`config.mk`:
```
export PLATFORM = sky130hd
export DESIGN_NAME = pn_code_ctrl
export DESIGN_NICKNAME = d
export VERILOG_FILES = /design/src/rtl/pn_ctrl_pkg.sv /design/src/rtl/chip_strobe_div.sv /design/src/rtl/pn_code_ctrl.sv
export SDC_FILE = /design/constraint.sdc
export NUM_CORES = 1
export LEC_CHECK = 0
export CORE_MARGIN = 3
export CORE_UTILIZATION = 53
export CTS_CLUSTER_SIZE = 25
export DETAILED_ROUTE_END_ITERATION = 6
export GPL_ROUTABILITY_DRIVEN = 0
export GPL_TIMING_DRIVEN = 0
export PLACE_DENSITY = 0.81
export SYNTH_ARGS = -nofsm -noshare
export SYNTH_HDL_FRONTEND = slang
export SYNTH_SLANG_ARGS = --single-unit
```
`constraint.sdc`:
```
create_clock -name clk -period 3.41 [get_ports clk]
set_input_delay 0.341 -clock clk [delete_from_list [all_inputs] [get_ports clk]]
set_output_delay 0.341 -clock clk [all_outputs]
set_load 0.05 [all_outputs]
```
`src/rtl/pn_ctrl_pkg.sv`:
```
// pn_ctrl_pkg -- shared definitions for the PN code controller.
//   state_t     : controller FSM states (IDLE, LOAD, PRIME, RUN)
//   CODE_LEN    : chips per code period (1023)
//   PRN_MIN     : lowest accepted PRN select code
//   LAST_CHIP   : chip index at which the period wraps
//   prn_ok()    : range check of a requested PRN against PRN_MIN..prn_max
package pn_ctrl_pkg;

  typedef enum logic [1:0] {
    IDLE  = 2'd0,
    LOAD  = 2'd1,
    PRIME = 2'd2,
    RUN   = 2'd3
  } state_t;

  localparam int CODE_LEN = 1023;
  localparam int PRN_MIN  = 1;
  localparam logic [9:0] LAST_CHIP = 10'(CODE_LEN - 1);

  function automatic logic prn_ok(input logic [3:0] prn, input int prn_max);
    return (int'(prn) >= PRN_MIN) && (int'(prn) <= prn_max);
  endfunction

endpackage

```
`src/rtl/chip_strobe_div.sv`:
```
// chip_strobe_div -- divides clk down to one chip strobe every DIV cycles.
//   clk    : system clock
//   rst    : synchronous active-high reset
//   clear  : forces the count back to 0 (has priority over en)
//   en     : count enable
//   strobe : combinational terminal-count pulse; with the count at 0 on
//            the first enabled cycle, strobe is high on the DIV-th one
module chip_strobe_div #(
  parameter int DIV = 20
) (
  input  logic clk,
  input  logic rst,
  input  logic clear,
  input  logic en,
  output logic strobe
);

  localparam logic [7:0] TERM = 8'(DIV - 1);

  logic [7:0] cnt;

  assign strobe = en && !clear && (cnt == TERM);

  always_ff @(posedge clk) begin
    if (rst || clear) begin
      cnt <= 8'd0;
    end else if (en) begin
      cnt <= (cnt == TERM) ? 8'd0 : cnt + 8'd1;
    end
  end

endmodule

```
`src/rtl/pn_code_ctrl.sv`:
```
// pn_code_ctrl -- sequences a PN code generator: accepts a PRN request,
// resets/loads the generator, then issues chip-advance enables and tracks
// the chip index and code-period epochs. PRN changes only at an epoch.
//
// Handshake: a request transfers on any clock edge where req_valid and
// req_ready are both high; req_ready is high exactly while the pending
// register is empty. An out-of-range PRN is consumed but not stored, and
// req_err pulses on the following cycle.
//
// Ports:
//   clk, rst             : clock, synchronous active-high reset
//   req_prn/valid/ready  : PRN request handshake
//   start, stop          : begin / abort generation (stop has priority)
//   gen_rst_n, gen_sel   : generator reset (low in LOAD) and PRN select
//   gen_ce               : one-cycle chip-advance enable
//   chip_idx, epoch      : chip index 0..1022 and period-wrap pulse
//   busy, req_err        : not-IDLE flag, rejected-request pulse
//   epoch_cnt            : epoch counter (built only with PN_EPOCH_CNT_EN)
//   fsm_state            : current FSM state for observation
//
// Build option: define PN_EPOCH_CNT_EN to build the epoch counter;
// otherwise epoch_cnt is tied to 0.
module pn_code_ctrl
  import pn_ctrl_pkg::*;
#(
  parameter int CHIP_DIV = 20,
  parameter int PRN_MAX  = 6
) (
  input  logic       clk,
  input  logic       rst,
  input  logic [3:0] req_prn,
  input  logic       req_valid,
  output logic       req_ready,
  input  logic       start,
  input  logic       stop,
  output logic       gen_rst_n,
  output logic [3:0] gen_sel,
  output logic       gen_ce,
  output logic [9:0] chip_idx,
  output logic       epoch,
  output logic       busy,
  output logic       req_err,
  output logic [7:0] epoch_cnt,
  output state_t     fsm_state
);

  state_t     state;
  logic       pend_valid;
  logic [3:0] pend_prn;
  logic       accept;
  logic       prn_good;
  logic       tick;
  logic       wrap;
  logic       enter_load;
  logic       div_en;
  logic       div_clear;

  assign req_ready = !pend_valid;
  assign accept    = req_valid && req_ready;
  assign prn_good  = prn_ok(req_prn, PRN_MAX);
  assign busy      = (state != IDLE);
  assign fsm_state = state;

  // The divider only runs in RUN; a stop clears it so no chip strobe can
  // escape in the cycle the controller aborts.
  assign div_en    = (state == RUN) && !stop;
  assign div_clear = (state != RUN) || stop;

  chip_strobe_div #(.DIV(CHIP_DIV)) u_div (
    .clk    (clk),
    .rst    (rst),
    .clear  (div_clear),
    .en     (div_en),
    .strobe (tick)
  );

  assign wrap       = tick && (chip_idx == LAST_CHIP);
  assign enter_load = !stop && pend_valid &&
                      (((state == IDLE) && start) || ((state == RUN) && wrap));

  always_ff @(posedge clk) begin
    if (rst) begin
      state      <= IDLE;
      pend_valid <= 1'b0;
      pend_prn   <= 4'd0;
      gen_rst_n  <= 1'b0;
      gen_sel    <= 4'd0;
      gen_ce     <= 1'b0;
      chip_idx   <= 10'd0;
      epoch      <= 1'b0;
      req_err    <= 1'b0;
    end else begin
      gen_ce  <= 1'b0;
      epoch   <= 1'b0;
      req_err <= accept && !prn_good;

      // accept needs an empty pending slot and enter_load a full one,
      // so these two never collide.
      if (accept && prn_good) begin
        pend_valid <= 1'b1;
        pend_prn   <= req_prn;
      end else if (enter_load) begin
        pend_valid <= 1'b0;
      end

      if (stop) begin
        state     <= IDLE;
        gen_rst_n <= 1'b1;
        gen_sel   <= 4'd0;
      end else begin
        case (state)
          IDLE: begin
            gen_rst_n <= 1'b1;
            gen_sel   <= 4'd0;
            if (enter_load) begin
              state     <= LOAD;
              gen_rst_n <= 1'b0;
              gen_sel   <= pend_prn;
              chip_idx  <= 10'd0;
            end
          end
          LOAD: begin
            state     <= PRIME;
            gen_rst_n <= 1'b1;
          end
          PRIME: begin
            state <= RUN;
          end
          RUN: begin
            if (tick) begin
              gen_ce <= 1'b1;
              if (wrap) begin
                chip_idx <= 10'd0;
                epoch    <= 1'b1;
                if (enter_load) begin
                  state     <= LOAD;
                  gen_rst_n <= 1'b0;
                  gen_sel   <= pend_prn;
                end
              end else begin
                chip_idx <= chip_idx + 10'd1;
              end
            end
          end
          default: state <= IDLE;
        endcase
      end
    end
  end

`ifdef PN_EPOCH_CNT_EN
  logic [7:0] ep_cnt_q;

  always_ff @(posedge clk) begin
    if (rst || (state == LOAD)) begin
      ep_cnt_q <= 8'd0;
    end else if (wrap) begin
      ep_cnt_q <= ep_cnt_q + 8'd1;
    end
  end

  assign epoch_cnt = ep_cnt_q;
`else
  assign epoch_cnt = 8'd0;
`endif

endmodule
```
==> results of run 1 <==
registers in the layout (all words and copies together) (netlist names):
register    flops
chip_idx       10
pend_prn        4
epoch           1
fsm_state       2
gen_rst_n       1
gen_ce          1
gen_sel         4
u_div.cnt       8
pend_valid      1
req_err         1
power groups by stage:
stage	sequential [uW]	clock (uW)	combinational, uW
floorplan	409	0	60.1
global placement	403	0	89.3
detailed placement	403	0	89.7
CTS	394	212	90.1
global route	395	231	97.5
finish	394	208	90.3
cell families after synthesis:
group,after synthesis,synth area share (%)
AO/OA/AOI/OAI,40,14.0
XOR/XNOR,6,3.01
adder cells (fa/ha/maj),8,5.73
buffers and inverters,23,8.03
flip-flops,33,37.8
multiplexers,3,1.72
other,1,0.215
AND/OR/NAND/NOR,85,29.5
layout make-up:
type	instances	area (sq um)	area share [%]
plain buffers	16	114	5.25
inverters	7	26.3	1.21
clock inverters	2	10.0	0.462
flip-flops and latches	33	661	30.5
clock buffers	6	41.3	1.90
multi-input cells	150	971	44.8
well taps	44	55.1	2.54
repair buffers	29	290	13.4
worst max path at each step:
stage | startpoint | end | slack, ns
6_report | fsm_state[0] | busy | 1.06
5_1_grt | u_div.cnt[0] | chip_idx[9] | 0.97
4_1_cts | fsm_state[0] | busy | 1.05
3_5_place_dp | u_div.cnt[0] | chip_idx[9] | 1.21
3_3_place_gp | u_div.cnt[0] | chip_idx[0] | 1.24
2_1_floorplan | fsm_state[0] | chip_idx[5] | 1.06
layout by cell type, fill, tap and decap left out, drive strengths merged, types with 4 or more instances in the layout:
cell type,n
dfxtp,33
clkdlybuf4s50,29
a21oi,20
nor2,16
nand2,13
buf,13
nand4,9
o21ai,9
or3,9
clkbuf,9
ha,8
conb,8
inv,7
nand3,7
and3,6
nor3,6
xor2,6
nand3b,4
through the flow:
stage,cell area (sq um),util [%]
2_1_floorplan,1770,-
3_3_place_gp,2120,68.2
3_5_place_dp,2120,68.2
4_1_cts,2170,69.9
5_1_grt,2170,69.9
6_report,2170,69.9
layer usage:
layer	up-vias	track usage [%]	part of all wire, %
li1	785	-	-
met1	667	25.7	50
met2	38	28.2	43
met3	7	4.81	5.4
met4	0	8.63	1.6
met5	-	0	0
==> reports/metrics.yaml, run 1 <==
cts_tree: "done"
drc: 0
synth_flop_cell: "dfxtp_1"
r2r-end: "chip_idx[9]"
hold_buffers: 0
htreeDepth: 2
ant_nets: 0
async_reset_ff_share_pct: 0
yosysMostFrequentCell: "dfxtp_1"
cpPeakStageDelay_ns: 0.80
postSynthCellCount: 199
fin_crit_sh_pct: 69.0
ir_worst_vdd_mv: 0.255
fin_setup_tns_ns: 0
postCtsSetupBuffers: 0
holdPathEnd: "gen_rst_n"
leakage_uw: 0.000800
fill_cells: 281
synth_seq_cells: 33
synth_top_area_share_pct: 37.8
grt_pass1_wl_mm: 6.12
r2r_start: "u_div.cnt[0]"
hold_violations: 0
power.total_uw: 692
num_rows: 20
ctsLongestPathBuffers: 2
start_util_pct: 56.3
syn_avg_cell_area_sq_um: 8.77
skew_ns: 0.00717
die_h_um: 63.4
rrSetupSlack_ns: 1.19
layout_min_cycle_time_ns: 2.35
drive_gt1_share_pct: 12.8
setup_ws_ns: 1.06
grt_antenna_before_repair: 0
cp_num_buf_inv: 3
power.switching_uw: 191
final_cells: 287
synth.distinct_cells: 42
crit_arrival_ns: 2.01
syn_to_final_growth_pct: 24.2
die-area_sq_mm: 0.00402
synth_area_sq_mm: 0.00175
p_int_uw: 501
synth_edf_count: 0
root_buffer: "clkbuf_4"
crit_path_end_kind: "primary output"
seq_area_frac_synth_pct: 37.8
cts.sinks: 33
insertion_delay_ns: 0.34
cp_max_fo: 6
power_density_mw_per_mm2: 319
die_w_um: 63.4
path_delay_family: "buffers and inverters"
yosys-top-cells-area: "dfxtp_1, ha_1, a21oi_1, buf_4, nor2_1"
drt-pass1-iter-count: 4
worstPathCellList: "inv_1 > ha_1 > inv_1 > clkdlybuf4s50_1"
drt_iter0_markers: 84
critPathKind: "reg -> out"
cp.required_ns: 3.07
wl_per_cell_um: 12.1
dp.cells: 279
viasPerCell: 5.22
yosys.area.top_type: "dfxtp_1"
min_from: "stop"
p_sw_share_pct: 27.6
grt_pass1_vias: 1378
post_cts_resized: 0
drv_slew: 0
crit_slowest_cell: "clkdlybuf4s50_1"
synth_commonest_cells: "dfxtp_1, a21oi_1, nor2_1"
place_hpwl_mm: 2.58
grt.overflow.total: 0
coreArea_sq_mm: 0.00310
holdCritPathClass: "in -> reg"
track_usage_pct: 19.0
setup_viol: 0
drv_cap: 0
whs_path_depth: 2
hold_slack_ns: 0.306
wl_mm: 3.47
clkPwrFrac_pct: 30.1
rsz0062_at_grt: "false"
yosysWarningCount: 0
numCtsBuffers: 5
tightest_slew_ns: 0.599
clk_pin_slew_worst_paths_ns: 0.09
diodes: 0
pre_cts_slack_ns: 1.21
outcome: "completed"
grt_max_degree: 11
pwr-share-comb_pct: 13.0
rr_worst_depth: 7
crit_path_start_kind: "flip-flop"
clock.fmax_ghz: 0.425
numPortBuffers: 29
crit_top_cell: "inv_1"
ios: 39
seqPwrFrac_pct: 56.9
maxSlewHeadroom_pct: 59.7
path_depth: 4
nets: 259
vias: 1497
(Power assumes the default switching activity.)
==> run 2, diff against run 1 <==
Settings changed: CORE_UTILIZATION 53 to 50, PLACE_DENSITY 0.81 to 0.77.
Clock period 3.41 ns to 2.4 ns, I/O delays scaled along.
==> run 2 against run 1 <==
  * Sequential share of layout area decreased by 0.16 points
  * Register-to-register slack got worse by 1.0 ns
  * Die area grew 5.4%
  * Sequential power grew 42%
  * Hold slack got worse by 0.11 ns
  * Non-clock buffer count stayed put
  * Total power grew 43%
  * Clock power increased by 45%
  * First-iteration DRC count is 8.3% lower
  * Combinational power increased by 44%
  * Clock skew grew 0.0066 ns
  * Critical endpoint unchanged
  * Largest power group unchanged
==> reports/metrics.yaml, run 2 (synthesized netlist as in run 1, its figures left out) <==
layout_min_cycle_time_ns: 2.29
r2r-end: "chip_idx[5]"  # was chip_idx[9]
grt_max_degree: 12  # was 11
drt-pass1-iter-count: 4  # unchanged
dp.cells: 279  # unchanged
clk_pin_slew_worst_paths_ns: 0.10  # was 0.09 ns
cts.sinks: 33  # unchanged
setup_viol: 0  # unchanged
crit_path_end_kind: "primary output"  # unchanged
numPortBuffers: 29  # unchanged
nets: 259  # unchanged
diodes: 0  # unchanged
rr_worst_depth: 7  # unchanged
min_from: "stop"  # unchanged
outcome: "completed"  # unchanged
grt.overflow.total: 0  # unchanged
vias: 1580  # was 1497
insertion_delay_ns: 0.34  # about the same
ir_worst_vdd_mv: 0.359  # was 0.255 mV
numCtsBuffers: 5  # unchanged
reg.largest.list: "chip_idx x10, u_div.cnt x8"  # unchanged
pwr-share-comb_pct: 13.1  # was 13.0%
wl_per_cell_um: 13.3  # was 12.1 um
p_int_uw: 712  # was 501 uW
drt_iter0_markers: 77  # was 84
final_cells: 287  # unchanged
final_common_cell: "dfxtp_1"  # unchanged
power.switching_uw: 279  # was 191 uW
ios: 39  # unchanged
placed_area_sq_mm: 0.00212  # unchanged
cts_tree: "done"  # unchanged
fin_setup_tns_ns: 0  # unchanged
start_util_pct: 54.9  # was 56.3%
top_register: "chip_idx"  # unchanged
p_sw_share_pct: 28.2  # was 27.6%
syn_to_final_growth_pct: 24.9  # was 24.2%
fin_area_sq_mm: 0.00218  # was 0.00217 sq mm
seqPwrFrac_pct: 56.5  # was 56.9%
clock.fmax_ghz: 0.437
cp_max_fo: 6  # unchanged
holdCritPathClass: "in -> reg"  # unchanged
place_hpwl_mm: 2.87  # was 2.58 mm
crit_arrival_ns: 2.05  # was 2.01 ns
drc: 0  # unchanged
ctsLongestPathBuffers: 2  # unchanged
grt_pass1_vias: 1444  # was 1378
hold_slack_ns: 0.200  # was 0.306 ns
ant_nets: 0  # unchanged
wl_mm: 3.81  # was 3.47 mm
drv_slew: 0  # unchanged
whs_path_depth: 2  # unchanged
largest_reg_flops: 10  # unchanged
grt_antenna_before_repair: 0  # unchanged
grt_pass1_wl_mm: 6.47  # was 6.12 mm
postCtsSetupBuffers: 0  # unchanged
leakage_uw: 0.000799  # was 0.000800 uW
layout_common_cells: "dfxtp_1, clkdlybuf4s50_1, a21oi_1"  # unchanged
rsz0062_at_grt: "false"  # unchanged
track_usage_pct: 20.0  # was 19.0%
power.total_uw: 990  # was 692 uW
htreeDepth: 2  # unchanged
critPathKind: "reg -> out"  # unchanged
viasPerCell: 5.51  # was 5.22
r2r_start: "fsm_state[0]"  # was u_div.cnt[0]
holdPathEnd: "gen_rst_n"  # unchanged
maxSlewHeadroom_pct: 66.3  # was 59.7%
num_rows: 20  # unchanged
drv_cap: 0  # unchanged
fill_cells: 286  # was 281
die-area_sq_mm: 0.00424  # was 0.00402 sq mm
die_w_um: 65.1  # was 63.4 um
skew_ns: 0.0138  # was 0.00717 ns
fin_crit_sh_pct: 95.3
hold_violations: 0  # unchanged
rrSetupSlack_ns: 0.14  # was 1.19 ns
root_buffer: "clkbuf_4"  # unchanged
power_density_mw_per_mm2: 454  # was 319 mW/mm^2
cp.required_ns: 2.16  # was 3.07 ns
coreArea_sq_mm: 0.00318  # was 0.00310 sq mm
clkPwrFrac_pct: 30.4  # was 30.1%
crit_path_start_kind: "flip-flop"  # unchanged
tightest_slew_ns: 0.503  # was 0.599 ns
drive_gt1_share_pct: 14.0  # was 12.8%
die_h_um: 65.1  # was 63.4 um
run 2: cell types whose count changed in the layout (fill, tap and decap cells not counted), sizes merged:
cell      delta
clkbuf       -1
clkinvlp     +1
run 2: how the worst max path moves through the flow:
stage                     depth (start not counted)           to          from
after floorplan                                   7  chip_idx[5]  fsm_state[0]
after global placement                            7  chip_idx[8]  u_div.cnt[0]
after detailed placement                          7  chip_idx[7]  u_div.cnt[0]
after CTS                                         4         busy  fsm_state[0]
after global routing                              7  chip_idx[5]  fsm_state[0]
final                                             4         busy  fsm_state[0]
run 2: stage by stage:
step                      setup WS, ns  utilization [%]
after floorplan                 0.0524                -
after global placement           0.249             66.6
after detailed placement         0.154             66.6
after CTS                        0.106             68.3
after global routing           0.00280             68.6
final                            0.113             68.6
run 2: what timing repair did:
action	in CTS	in global routing
setup endpoints to repair	0	10
hold buffers	0	0
gates resized for setup	0	2
run 2: per-layer routing:
layer	GRT usage, %	vias up	share of wire, %
li1	-	777	-
met1	24.2	750	44
met2	31.2	47	47
met3	6.24	6	6.3
met4	11.1	0	2.1
met5	0	-	0
run 2: area by class of cell:
type / count / area [sq um] / area share (%)
Inverter: 7 / 26.3 / 1.21
Buffer: 16 / 114 / 5.22
Timing Repair Buffer: 29 / 290 / 13.3
Multi-Input combinational cell: 150 / 978 / 44.9
Tap cell: 44 / 55.1 / 2.53
Sequential cell: 33 / 661 / 30.3
Clock buffer: 5 / 37.5 / 1.72
Clock inverter: 3 / 17.5 / 0.804
run 2: critical path: stages (launching register included):
cell             delay (ns)
dfxtp_1                0.45
inv_1                  0.10
ha_1                   0.27
inv_1                  0.08
clkdlybuf4s50_1        0.80
run 2: power groups by stage:
stage	clock, uW	sequential [uW]	combinational, uW
floorplan	0	582	85.3
global placement	0	572	126
global route	345	561	139
finish	301	560	130
CTS	316	560	128
detailed placement	0	572	128
